File: config.mk
export PLATFORM = sky130hd
export DESIGN_NAME = frame_buffer_manager
export DESIGN_NICKNAME = d
export VERILOG_FILES = /design/src/rtl/frame_buffer_manager.sv
export SDC_FILE = /design/constraint.sdc
export NUM_CORES = 1
export LEC_CHECK = 0
export ABC_CLOCK_PERIOD_IN_PS = 3300
export CORE_MARGIN = 5
export CORE_UTILIZATION = 31
export CTS_BUF_LIST = sky130_fd_sc_hd__clkbuf_8
export DETAILED_ROUTE_END_ITERATION = 10
export PLACE_DENSITY = 0.66
export SYNTH_ARGS = -nofsm -noshare
export SYNTH_HDL_FRONTEND = slang
export SYNTH_SLANG_ARGS = --single-unit
export TNS_END_PERCENT = 5
File: constraint.sdc
create_clock -name clk_100Mhz -period 3.3 [get_ports clk_100Mhz]
set_clock_uncertainty 0.15 [all_clocks]
set_input_delay 0.33 -clock clk_100Mhz [delete_from_list [all_inputs] [get_ports clk_100Mhz]]
set_output_delay 0.33 -clock clk_100Mhz [all_outputs]
set_load 0.05 [all_outputs]
File: src/rtl/frame_buffer_manager.sv
// -----------------------------------------------------------------------------
// frame_buffer_manager
//   Triple-buffer arbiter for a camera -> DDR -> HDMI path. Three DDR "rooms"
//   each hold one frame. The camera-side AXI writer always fills the WRITING
//   room and the HDMI-side AXI reader always scans the READING room. A
//   finished frame parks in READY until the next vsync promotes it. The
//   writer never targets the room being scanned out.
//
//   Optional feature macro: FRAME_FREEZE_EN
//     When defined, adds i_freeze. While the synchronised freeze level is
//     high, vsync events leave the reader room, o_new_frame and o_repeat_cnt
//     untouched. Frame-done handling, including drops, carries on as normal.
//
// Ports
//   clk_100Mhz     in   1   system / AXI clock, rising edge
//   sys_rst_n      in   1   asynchronous active-low reset
//   i_frame_done   in   1   async; rising edge = writer finished its room
//   i_vsync_start  in   1   async; rising edge = reader may switch rooms
//   i_freeze       in   1   async freeze level (FRAME_FREEZE_EN only)
//   o_w_base_addr  out  32  writer frame base address
//   o_r_base_addr  out  32  reader frame base address
//   o_w_room       out  2   writer room index
//   o_r_room       out  2   reader room index
//   o_new_frame    out  1   one-cycle pulse when the reader switches rooms
//   o_frame_cnt    out  16  completed writer frames (saturating)
//   o_drop_cnt     out  16  READY frames discarded unread (saturating)
//   o_repeat_cnt   out  16  vsyncs with no new frame (saturating)
// -----------------------------------------------------------------------------
module frame_buffer_manager #(
  parameter logic [31:0] ROOM0_ADDR  = 32'h0100_0000,
  parameter logic [31:0] ROOM_STRIDE = 32'h0010_0000,
  parameter int unsigned SYNC_STAGES = 2
) (
  input  logic        clk_100Mhz,
  input  logic        sys_rst_n,
  input  logic        i_frame_done,
  input  logic        i_vsync_start,
`ifdef FRAME_FREEZE_EN
  input  logic        i_freeze,
`endif
  output logic [31:0] o_w_base_addr,
  output logic [31:0] o_r_base_addr,
  output logic [1:0]  o_w_room,
  output logic [1:0]  o_r_room,
  output logic        o_new_frame,
  output logic [15:0] o_frame_cnt,
  output logic [15:0] o_drop_cnt,
  output logic [15:0] o_repeat_cnt
);

  typedef enum logic [1:0] {
    ROOM_FREE    = 2'd0,
    ROOM_WRITING = 2'd1,
    ROOM_READY   = 2'd2,
    ROOM_READING = 2'd3
  } room_state_e;

  // ---------------------------------------------------------------------------
  // Input conditioning: SYNC_STAGES-deep synchroniser + one delay flop each
  // ---------------------------------------------------------------------------
  logic [SYNC_STAGES-1:0] fd_sync_q, fd_sync_d;
  logic [SYNC_STAGES-1:0] vs_sync_q, vs_sync_d;
  logic                   fd_dly_q, fd_dly_d;
  logic                   vs_dly_q, vs_dly_d;
  logic                   fd_evt, vs_evt, freeze_act;

`ifdef FRAME_FREEZE_EN
  logic [SYNC_STAGES-1:0] fz_sync_q, fz_sync_d;
`endif

  always_comb begin
    fd_sync_d = {fd_sync_q[SYNC_STAGES-2:0], i_frame_done};
    vs_sync_d = {vs_sync_q[SYNC_STAGES-2:0], i_vsync_start};
    fd_dly_d  = fd_sync_q[SYNC_STAGES-1];
    vs_dly_d  = vs_sync_q[SYNC_STAGES-1];
    fd_evt    = fd_sync_q[SYNC_STAGES-1] & ~fd_dly_q;
    vs_evt    = vs_sync_q[SYNC_STAGES-1] & ~vs_dly_q;
`ifdef FRAME_FREEZE_EN
    fz_sync_d  = {fz_sync_q[SYNC_STAGES-2:0], i_freeze};
    freeze_act = fz_sync_q[SYNC_STAGES-1];
`else
    freeze_act = 1'b0;
`endif
  end

  // ---------------------------------------------------------------------------
  // Room bookkeeping
  // ---------------------------------------------------------------------------
  room_state_e room_q [3];
  room_state_e room_d [3];
  logic [1:0]  w_room_q, w_room_d;
  logic [1:0]  r_room_q, r_room_d;
  logic [31:0] w_base_q, w_base_d;
  logic [31:0] r_base_q, r_base_d;
  logic        new_frame_q, new_frame_d;
  logic [15:0] frame_cnt_q, frame_cnt_d;
  logic [15:0] drop_cnt_q, drop_cnt_d;
  logic [15:0] repeat_cnt_q, repeat_cnt_d;
  logic        ready_q_any, ready_d_any, free_found;

  always_comb begin
    room_d       = room_q;
    new_frame_d  = 1'b0;
    frame_cnt_d  = frame_cnt_q;
    drop_cnt_d   = drop_cnt_q;
    repeat_cnt_d = repeat_cnt_q;
    ready_q_any  = 1'b0;
    ready_d_any  = 1'b0;
    free_found   = 1'b0;
    w_room_d     = w_room_q;
    r_room_d     = r_room_q;

    for (int unsigned i = 0; i < 3; i++) begin
      if (room_q[i] == ROOM_READY) ready_q_any = 1'b1;
    end

    // Frame done: writer's room parks as READY, any older READY is dropped.
    if (fd_evt) begin
      for (int unsigned i = 0; i < 3; i++) begin
        if (room_q[i] == ROOM_READY)   room_d[i] = ROOM_FREE;
        if (room_q[i] == ROOM_WRITING) room_d[i] = ROOM_READY;
      end
      if (frame_cnt_q != 16'hFFFF) frame_cnt_d = frame_cnt_q + 16'd1;
      if (ready_q_any && drop_cnt_q != 16'hFFFF) drop_cnt_d = drop_cnt_q + 16'd1;
    end

    // Vsync is evaluated against the post-frame-done states, so a
    // simultaneous fd+vs hands the just-finished frame straight to the reader.
    for (int unsigned i = 0; i < 3; i++) begin
      if (room_d[i] == ROOM_READY) ready_d_any = 1'b1;
    end

    if (vs_evt && !freeze_act) begin
      if (ready_d_any) begin
        for (int unsigned i = 0; i < 3; i++) begin
          if (room_d[i] == ROOM_READING)    room_d[i] = ROOM_FREE;
          else if (room_d[i] == ROOM_READY) room_d[i] = ROOM_READING;
        end
        new_frame_d = 1'b1;
      end else if (repeat_cnt_q != 16'hFFFF) begin
        repeat_cnt_d = repeat_cnt_q + 16'd1;
      end
    end

    // Writer claims the lowest FREE room only after both updates.
    if (fd_evt) begin
      for (int unsigned i = 0; i < 3; i++) begin
        if (!free_found && room_d[i] == ROOM_FREE) begin
          room_d[i]  = ROOM_WRITING;
          free_found = 1'b1;
        end
      end
    end

    for (int unsigned i = 0; i < 3; i++) begin
      if (room_d[i] == ROOM_WRITING) w_room_d = 2'(i);
      if (room_d[i] == ROOM_READING) r_room_d = 2'(i);
    end

    w_base_d = ROOM0_ADDR + 32'(w_room_d) * ROOM_STRIDE;
    r_base_d = ROOM0_ADDR + 32'(r_room_d) * ROOM_STRIDE;
  end

  always_ff @(posedge clk_100Mhz or negedge sys_rst_n) begin
    if (!sys_rst_n) begin
      fd_sync_q    <= '0;
      vs_sync_q    <= '0;
      fd_dly_q     <= 1'b0;
      vs_dly_q     <= 1'b0;
`ifdef FRAME_FREEZE_EN
      fz_sync_q    <= '0;
`endif
      room_q[0]    <= ROOM_WRITING;
      room_q[1]    <= ROOM_FREE;
      room_q[2]    <= ROOM_READING;
      w_room_q     <= 2'd0;
      r_room_q     <= 2'd2;
      w_base_q     <= ROOM0_ADDR;
      r_base_q     <= ROOM0_ADDR + (ROOM_STRIDE << 1);
      new_frame_q  <= 1'b0;
      frame_cnt_q  <= '0;
      drop_cnt_q   <= '0;
      repeat_cnt_q <= '0;
    end else begin
      fd_sync_q    <= fd_sync_d;
      vs_sync_q    <= vs_sync_d;
      fd_dly_q     <= fd_dly_d;
      vs_dly_q     <= vs_dly_d;
`ifdef FRAME_FREEZE_EN
      fz_sync_q    <= fz_sync_d;
`endif
      room_q       <= room_d;
      w_room_q     <= w_room_d;
      r_room_q     <= r_room_d;
      w_base_q     <= w_base_d;
      r_base_q     <= r_base_d;
      new_frame_q  <= new_frame_d;
      frame_cnt_q  <= frame_cnt_d;
      drop_cnt_q   <= drop_cnt_d;
      repeat_cnt_q <= repeat_cnt_d;
    end
  end

  assign o_w_base_addr = w_base_q;
  assign o_r_base_addr = r_base_q;
  assign o_w_room      = w_room_q;
  assign o_r_room      = r_room_q;
  assign o_new_frame   = new_frame_q;
  assign o_frame_cnt   = frame_cnt_q;
  assign o_drop_cnt    = drop_cnt_q;
  assign o_repeat_cnt  = repeat_cnt_q;

  // Writer and reader must never share a room.
  a_rooms_distinct: assert property (
    @(posedge clk_100Mhz) disable iff (!sys_rst_n) w_room_q != r_room_q
  );

endmodule

==> Yosys cells after proc, flatten, opt, wreduce, memory -nomap -nowiden <==
Cells that the tools add are included.
{ "totals": {"regBits": 117, "in_bits": 4, "word_cells": 94} }
{ "classes": {"add_sub_neg": 5, "eq_ne": 21, "n_mux": 37, "bitwise_logic": 5, "n_reduce_logical": 11} }
{ "op_table": {"columns": ["cell", "n"], "rows": [
  ["adder 25 x 22 -> 26 bit, first input constant", 2],
  ["adder 16 x 1 -> 16 bit, second input constant", 3],
  ["inequality test 16 bit, second input constant", 3],
  ["two-way mux 2 bit", 21],
  ["equality test 2 bit, second input constant", 12],
  ["two-way mux 6 bit", 4],
  ["equality test 2 x 1 -> 1 bit, second input constant", 6],
  ["two-way mux 1 bit", 12],
  ["zero test 2 bit", 3],
  ["AND reduction 2 bit", 2],
  ["logical AND 1 bit", 3],
  ["inverter 1 bit", 3],
  ["AND reduction 3 bit", 1],
  ["bitwise AND 1 bit", 2],
  ["zero test 1 bit", 2]
]} }

==> Depth between registers and ports, before layout <==
Gate-level depths: netlist of the first run.
{ "logic_depth": {"ltp_word": 26, "depth_mapped": 13, "mapped_depth_nobuf": 10} }

==> Least setup slack after synthesis of the first run <==
No wires, ideal clock.
{ "synth_path": {"path_kind": "flip-flop to flip-flop", "startpoint": "register fd_sync_q[1]", "endpoint": "register room_q[0] (netlist bit)", "setup_time_ps": 84, "t_arrival_ps": 2426, "t_required_ps": 3066, "setup_slack_ps": 640, "stages_incl_launch_ff": 11, "n_path_buf": 2, "synth_period_minus_slack_ps": 2660, "path_cell_list": "dfrtp_1 -> nand2b_1 -> buf_6 -> mux2_2 -> ha_1 -> or3_1 -> buf_2 -> nand2_2 -> mux2i_1 -> a211oi_1 -> or2_2"} }
{ "synth_rtl": {"columns": ["element", "line", "text"], "rows": [
  ["from (decl)", "61", "logic [SYNC_STAGES-1:0] fd_sync_q, fd_sync_d;"],
  ["from (signal assigned)", "185", "fd_sync_q <= fd_sync_d;"],
  ["to (signal assigned)", "192", "room_q <= room_d;"],
  ["to (decl)", "89", "room_state_e room_q [3];"]
]} }

==> results.yml, run 1 <==
status:
  outcome: "finished, final reports clean"
timing:
  worst_pin_slew_ns: 1.14
  final.setup.worst_slack_ns: 0.323
  fmax_mhz: 336
  timing.slew.headroom_pct: 24.3
  setup_viol: 0
  rsz0062_at_grt: "no"
  period_needed_ns: 2.98
  finalSetupTns_ns: 0
  slew_violations: 0
  hold_viol_final: 0
  min_period_over_period_pct: 90.2
global_route:
  grt_pass1_vias: 2447
  antenna_found_initial: 0
  grt_use_total_pct: 10.2
  gr-max-usage-layer: "met2"
  grt_max_degree: 51
  grt_use_met2_pct: 16.4
  grt_use_met3_pct: 3.89
  grt_overflow: 0
  grt_pass1_wl_um: 12000
  use_met1_pct: 13.1
die:
  die-area_um2: 14100
  initial_utilization_pct: 31.9
  die_x_um: 119
  io-pin-count: 121
  fp-row-count: 39
  die_h_um: 119
  core_um2: 11500
job:
  drv_cap: 0
power:
  p_int_mw: 1.89
  switching_share_pct: 45.3
  power.share.combinational_pct: 45.1
  irDropWorstVdd_mv: 0.624
  p_seq_share_pct: 33.9
  netSwitchingPower_mw: 1.57
  power.share.clock_pct: 21.0
  power.leakage_nw: 1.97
  p_per_area_nw_per_um2: 789
setup_path:
  cp_max_fo: 11
  critPathKind: "register to register"
  crit_path_start_kind: "register"
  cp.required_ns: 3.42
  worst_ep_arrival_time_ns: 3.10
  crit_path_end_kind: "register"
clocking:
  cts_buffers: 9
  cts.path.max_buffers: 2
  cts_setup_buffers: 0
  clockRootBuffer: "clkbuf_8"
  clk_latency_ns: 0.34
  h-tree-depth: 3
  cts.sinks: 65
  ctsResizeCount: 0
  postCtsHoldBufs: 0
  cts_tree: "yes"
  clk_pin_slew_worst_paths_ns: 0.08
yosys:
  ys_warn_count: 0
  syn_area_um2: 3680
  synth_area_per_cell_um2: 10.4
  synth_edf_count: 0
  syn_inst: 354
  synth_top_area_share_pct: 41.5
  ys_seq_elements: 65
  synth_cell_types: 56
  yosysSeqAreaShare_pct: 44.4
  synth_top_cell_by_area: "dfrtp_1"
  async_reset_ff_share_pct: 100
  synth_area_leaders: "dfrtp_1 41%, buf_4 13%, xnor2_1 5.7%"
  synth_flop_cell: "dfrtp_1"
placed_design:
  pre_cts_ws_ns: 0.325
  io_buffers: 60
  dpl.hpwl_um: 5420
  place_congestion: 0.812
final_layout:
  drive_above_1_share_pct: 10.2
  areaGrowthSynthToFinish_pct: 19.5
  multi_input_area_um2: 1730
  fillers: 1158
  nNetsFinal: 429
  ff_latch_area_um2: 1630
  diodes: 0
detailed_routing:
  routedWlPerCell_um: 13.0
  drcViolationCount: 0
  wl_um: 7360
  drtIter0Drc: 117
  drt_first_pass_iters: 4
  viasPerCell: 4.54
  ant_nets: 0
  vias: 2567
hold_path:
  min_path_type: "input pin to asynchronous set/reset pin"
[sequential cells by signal, summed over array words and instances, names as in the netlist]
signal,cells
o_w_base_addr,2
o_new_frame,1
vs_dly_q,1
o_repeat_cnt,16
o_frame_cnt,16
vs_sync_q,2
o_r_room,2
room_q,6
fd_dly_q,1
o_drop_cnt,16
fd_sync_q,2
[metal layers]
metal	up-vias	share of wire, %
met1	1230	47
met5	-	0
met2	105	47
met4	0	0.31
li1	1230	-
met3	2	6.3
[stage by stage]
stage	hold slack [ns]	power (mW)	std cells	utilization (%)	area [um2]
2_1_floorplan	-0.116	2.39	412	-	3900
5_1_grt	0.149	3.65	565	38.2	4390
6_report	0.0564	3.47	565	38.2	4390
4_1_cts	0.0924	3.50	565	38.2	4390
3_5_place_dp	0.185	2.75	549	36.3	4180
3_3_place_gp	0.184	2.72	549	36.3	4180
[cell usage in the layout, fill, tap and decap left out, types with 6 or more instances in the layout]
cell	count
dfrtp_1	61
conb_1	60
clkdlybuf4s50_1	59
xnor2_1	24
nand2_1	23
nand3_1	21
nor2_1	15
xor2_1	14
nand4_1	13
clkbuf_8	12
o21ai_0	9
ha_1	8
mux2_2	7
and3_1	7
inv_1	6
nor3_1	6
[kinds of logic after synthesis]
family | count (synthesis) | share of synthesized area [%]
compound gates | 39 | 8.06
xor+xnor | 38 | 9.05
fa+ha+maj | 8 | 2.72
buf+inv | 75 | 14.5
flops | 65 | 44.4
mux | 14 | 4.66
other cells | 2 | 0.204
simple gates | 113 | 16.4
[layout make-up]
class                      count  share of cell area (%)
clock buffer                  12                    3.76
tap                          143                    4.07
sequential                    65                    37.1
multi-input combinational    272                    39.4
inverter                       7                   0.655
timing repair buffer          62                    13.9
clock inverter                 4                    1.11
[power groups by stage]
| stage | sequential, mW | clock, mW | combinational (mW) |
|---|---|---|---|
| finish | 1.18 | 0.728 | 1.56 |
| global route | 1.20 | 0.786 | 1.66 |
| CTS | 1.18 | 0.753 | 1.57 |
| detailed placement | 1.19 | 0 | 1.56 |
| global placement | 1.18 | 0 | 1.54 |
| floorplan | 1.53 | 0 | 0.851 |
[synthesized netlist by cell type, drive strengths merged (4+ instances only)]
cell and instances:
dfrtp 61, nand3 21, mux2i 5, inv 7
nor3 7, buf 67, and3 7, a31oi 5
nand2b 6, xnor2 24, mux2 9, nor2 15
nand4 13, o21ai 9, nand2 24, a21oi 5
and2 5, xor2 14, ha 8, dfstp 4
and4 4
[worst paths after layout]
path / start / endpoint / slack, ns / cells past startpoint
min in group clk_100Mhz: fd_sync_q[0] / fd_sync_q[1] / 0.20 / 0
worst max-delay path: fd_sync_q[1] / room_q[0] / 0.32 / 9
worst max register to register: fd_sync_q[1] / room_q[0] / 0.32 / 9
worst min-delay path: sys_rst_n / o_repeat_cnt[1] / 0.06 / 1
max in group asynchronous: sys_rst_n / o_drop_cnt[6] / 2.08 / 2
worst min register to register: fd_sync_q[0] / fd_sync_q[1] / 0.20 / 0
[worst max-delay path, cell delays in order (launching register included)]
cell	delay [ns]
dfrtp_1	0.38
nand2b_1	0.27
buf_4	0.25
o21ai_0	0.14
ha_1	0.24
or3_1	0.48
nand2_2	0.22
mux2i_1	0.38
a211oi_1	0.11
or2_2	0.28
(Power assumes the default switching activity.)
==> run 2: changes to the inputs <==
Settings changed: CORE_MARGIN 5 to 10.
==> run 2 against run 1 <==
  * Global-route usage shrank 0.57 points
  * Critical path depth shrank 2
  * Clock-buffer cell count decreased by 3
  * Via count shrank 0.74%
  * First-iteration DRC count fell by 29%
  * Clock power rose by 2.9%
  * Die area increased by 18%
  * Combinational power is essentially flat
  * Sequential power barely moved
  * Critical endpoint is now o_repeat_cnt[9]
==> results.yml, run 2 (synthesized netlist as in run 1, its figures left out) <==
setup_path:
  worst_ep_arrival_time_ns: 2.96
  crit_path_max_incr_delay_ns: 0.59
  cp.required_ns: 3.37
  crit_path_start_kind: "register"
  critPathKind: "register to register"
  critPathSlowestCell: "a311oi_4"
  crit_path_end_kind: "register"
  cp_cell_sequence: "nand2b_1 -> mux2_2 -> ha_1 -> or3_1 -> a311oi_4 -> nand4_1 -> xnor2_1"
  cp_max_fo: 10
  ff2ff_path_depth: 7
die:
  io-pin-count: 121
  die-area_um2: 16600
  initial_utilization_pct: 31.9
  core_um2: 11500
  die_h_um: 129
  fp-row-count: 39
  die_x_um: 129
final_layout:
  diodes: 0
  mostFrequentLayoutCells: "61 x dfrtp_1, 60 x conb_1, 59 x clkdlybuf4s50_1"
  final_common_cell: "dfrtp_1"
  multi_input_area_um2: 1730
  areaGrowthSynthToFinish_pct: 20.0
  drive_above_1_share_pct: 10.4
  ff_latch_area_um2: 1630
  layout.cells.non_filler: 567
  nNetsFinal: 431
  fillers: 1166
global_route:
  grt_max_degree: 31
  grt_use_met2_pct: 15.7
  gr-max-usage-layer: "met2"
  grt_use_met3_pct: 5.17
  use_met1_pct: 10.7
  antenna_found_initial: 0
  grt_pass1_vias: 2573
  grt_use_total_pct: 9.62
  grt_pass1_wl_um: 13000
  grt_overflow: 0
clocking:
  clk_pin_slew_worst_paths_ns: 0.08
  clockRootBuffer: "clkbuf_8"
  cts_buffers: 9
  cts.sinks: 65
  cts_tree: "yes"
  cts_setup_buffers: 0
  cts.path.max_buffers: 2
  h-tree-depth: 3
  clk_latency_ns: 0.34
power:
  p_per_area_nw_per_um2: 790
  power.leakage_nw: 1.97
  irDropWorstVdd_mv: 0.526
  power_mw: 3.49
timing:
  hold_viol_final: 0
  finalSetupTns_ns: 0
  rsz0062_at_grt: "no"
  slew_violations: 0
  fmax_mhz: 346
  final.setup.worst_slack_ns: 0.411
  min_period_over_period_pct: 87.6
  setup_viol: 0
  timing.slew.headroom_pct: 54.6
  period_needed_ns: 2.89
  worst_pin_slew_ns: 0.681
detailed_routing:
  drcViolationCount: 0
  wl_um: 7970
  routedWlPerCell_um: 14.1
  drtIter0Drc: 83
  drt_first_pass_iters: 4
  viasPerCell: 4.49
  vias: 2548
  ant_nets: 0
placed_design:
  dpl.hpwl_um: 6160
  io_buffers: 60
  place_congestion: 0.822
  dp.cells: 550
  pre_cts_ws_ns: 0.431
hold_path:
  whs_path_depth: 0
  min_path_type: "register to register"
job:
  drv_cap: 0
status:
  outcome: "finished, final reports clean"
-- run 2: per-stage QoR --
step / area (um2) / utilization (%) / hold WS, ns
4_1_cts: 4420 / 38.3 / 0.205
3_3_place_gp: 4190 / 36.4 / 0.185
3_5_place_dp: 4190 / 36.4 / 0.186
6_report: 4420 / 38.3 / 0.203
2_1_floorplan: 3900 / - / -0.116
5_1_grt: 4420 / 38.3 / 0.209
-- run 2: worst paths after layout --
path,startpoint,endpoint,slack [ns]
setup / recovery,fd_sync_q[1],o_repeat_cnt[9],0.41
hold / removal,vs_sync_q[0],vs_sync_q[1],0.20
hold reg to reg,vs_sync_q[0],vs_sync_q[1],0.20
max in group asynchronous,sys_rst_n,room_q[1],1.76
setup reg to reg,fd_sync_q[1],o_repeat_cnt[9],0.41
min in group asynchronous,sys_rst_n,o_repeat_cnt[0],0.40
-- run 2: cell type report --
| type | count | area share (%) |
|---|---|---|
| Clock inverter | 7 | 2.13 |
| Multi-Input combinational cell | 272 | 39.2 |
| Sequential cell | 65 | 37.0 |
| Timing Repair Buffer | 64 | 14.2 |
| Tap cell | 143 | 4.05 |
| Inverter | 7 | 0.652 |
| Clock buffer | 9 | 2.81 |
-- run 2: per-layer routing --
metal | part of all wire, % | routed length (um) | vias to the layer above
li1 | - | - | 1238
met1 | 42 | 3320 | 1215
met2 | 46 | 3700 | 91
met3 | 11 | 885 | 4
met4 | 0.89 | 71 | 0
met5 | 0 | 0 | -
-- run 2: critical path, delay by kind of cell (launching register included) --
family,cells,cell delay (ns)
compound gates,1,0.59
xor+xnor,1,0.15
fa+ha+maj,1,0.20
flops,1,0.40
mux,1,0.40
simple gates,3,0.87
-- run 2: timing repair --
item	CTS	global route
endpoints found under the setup margin	0	0
hold buffers	1	0
endpoints found under the hold margin	27	0
gates resized for setup	0	0
-- run 2: where the power goes --
| part | internal (mW) | total [mW] | leakage [nW] | switching (mW) |
|---|---|---|---|---|
| Clock | 0.425 | 0.749 | 0.106 | 0.324 |
| Combinational | 0.518 | 1.56 | 1.02 | 1.05 |
| Sequential | 0.968 | 1.17 | 0.847 | 0.206 |
| Total | 1.91 | 3.49 | 1.97 | 1.58 |
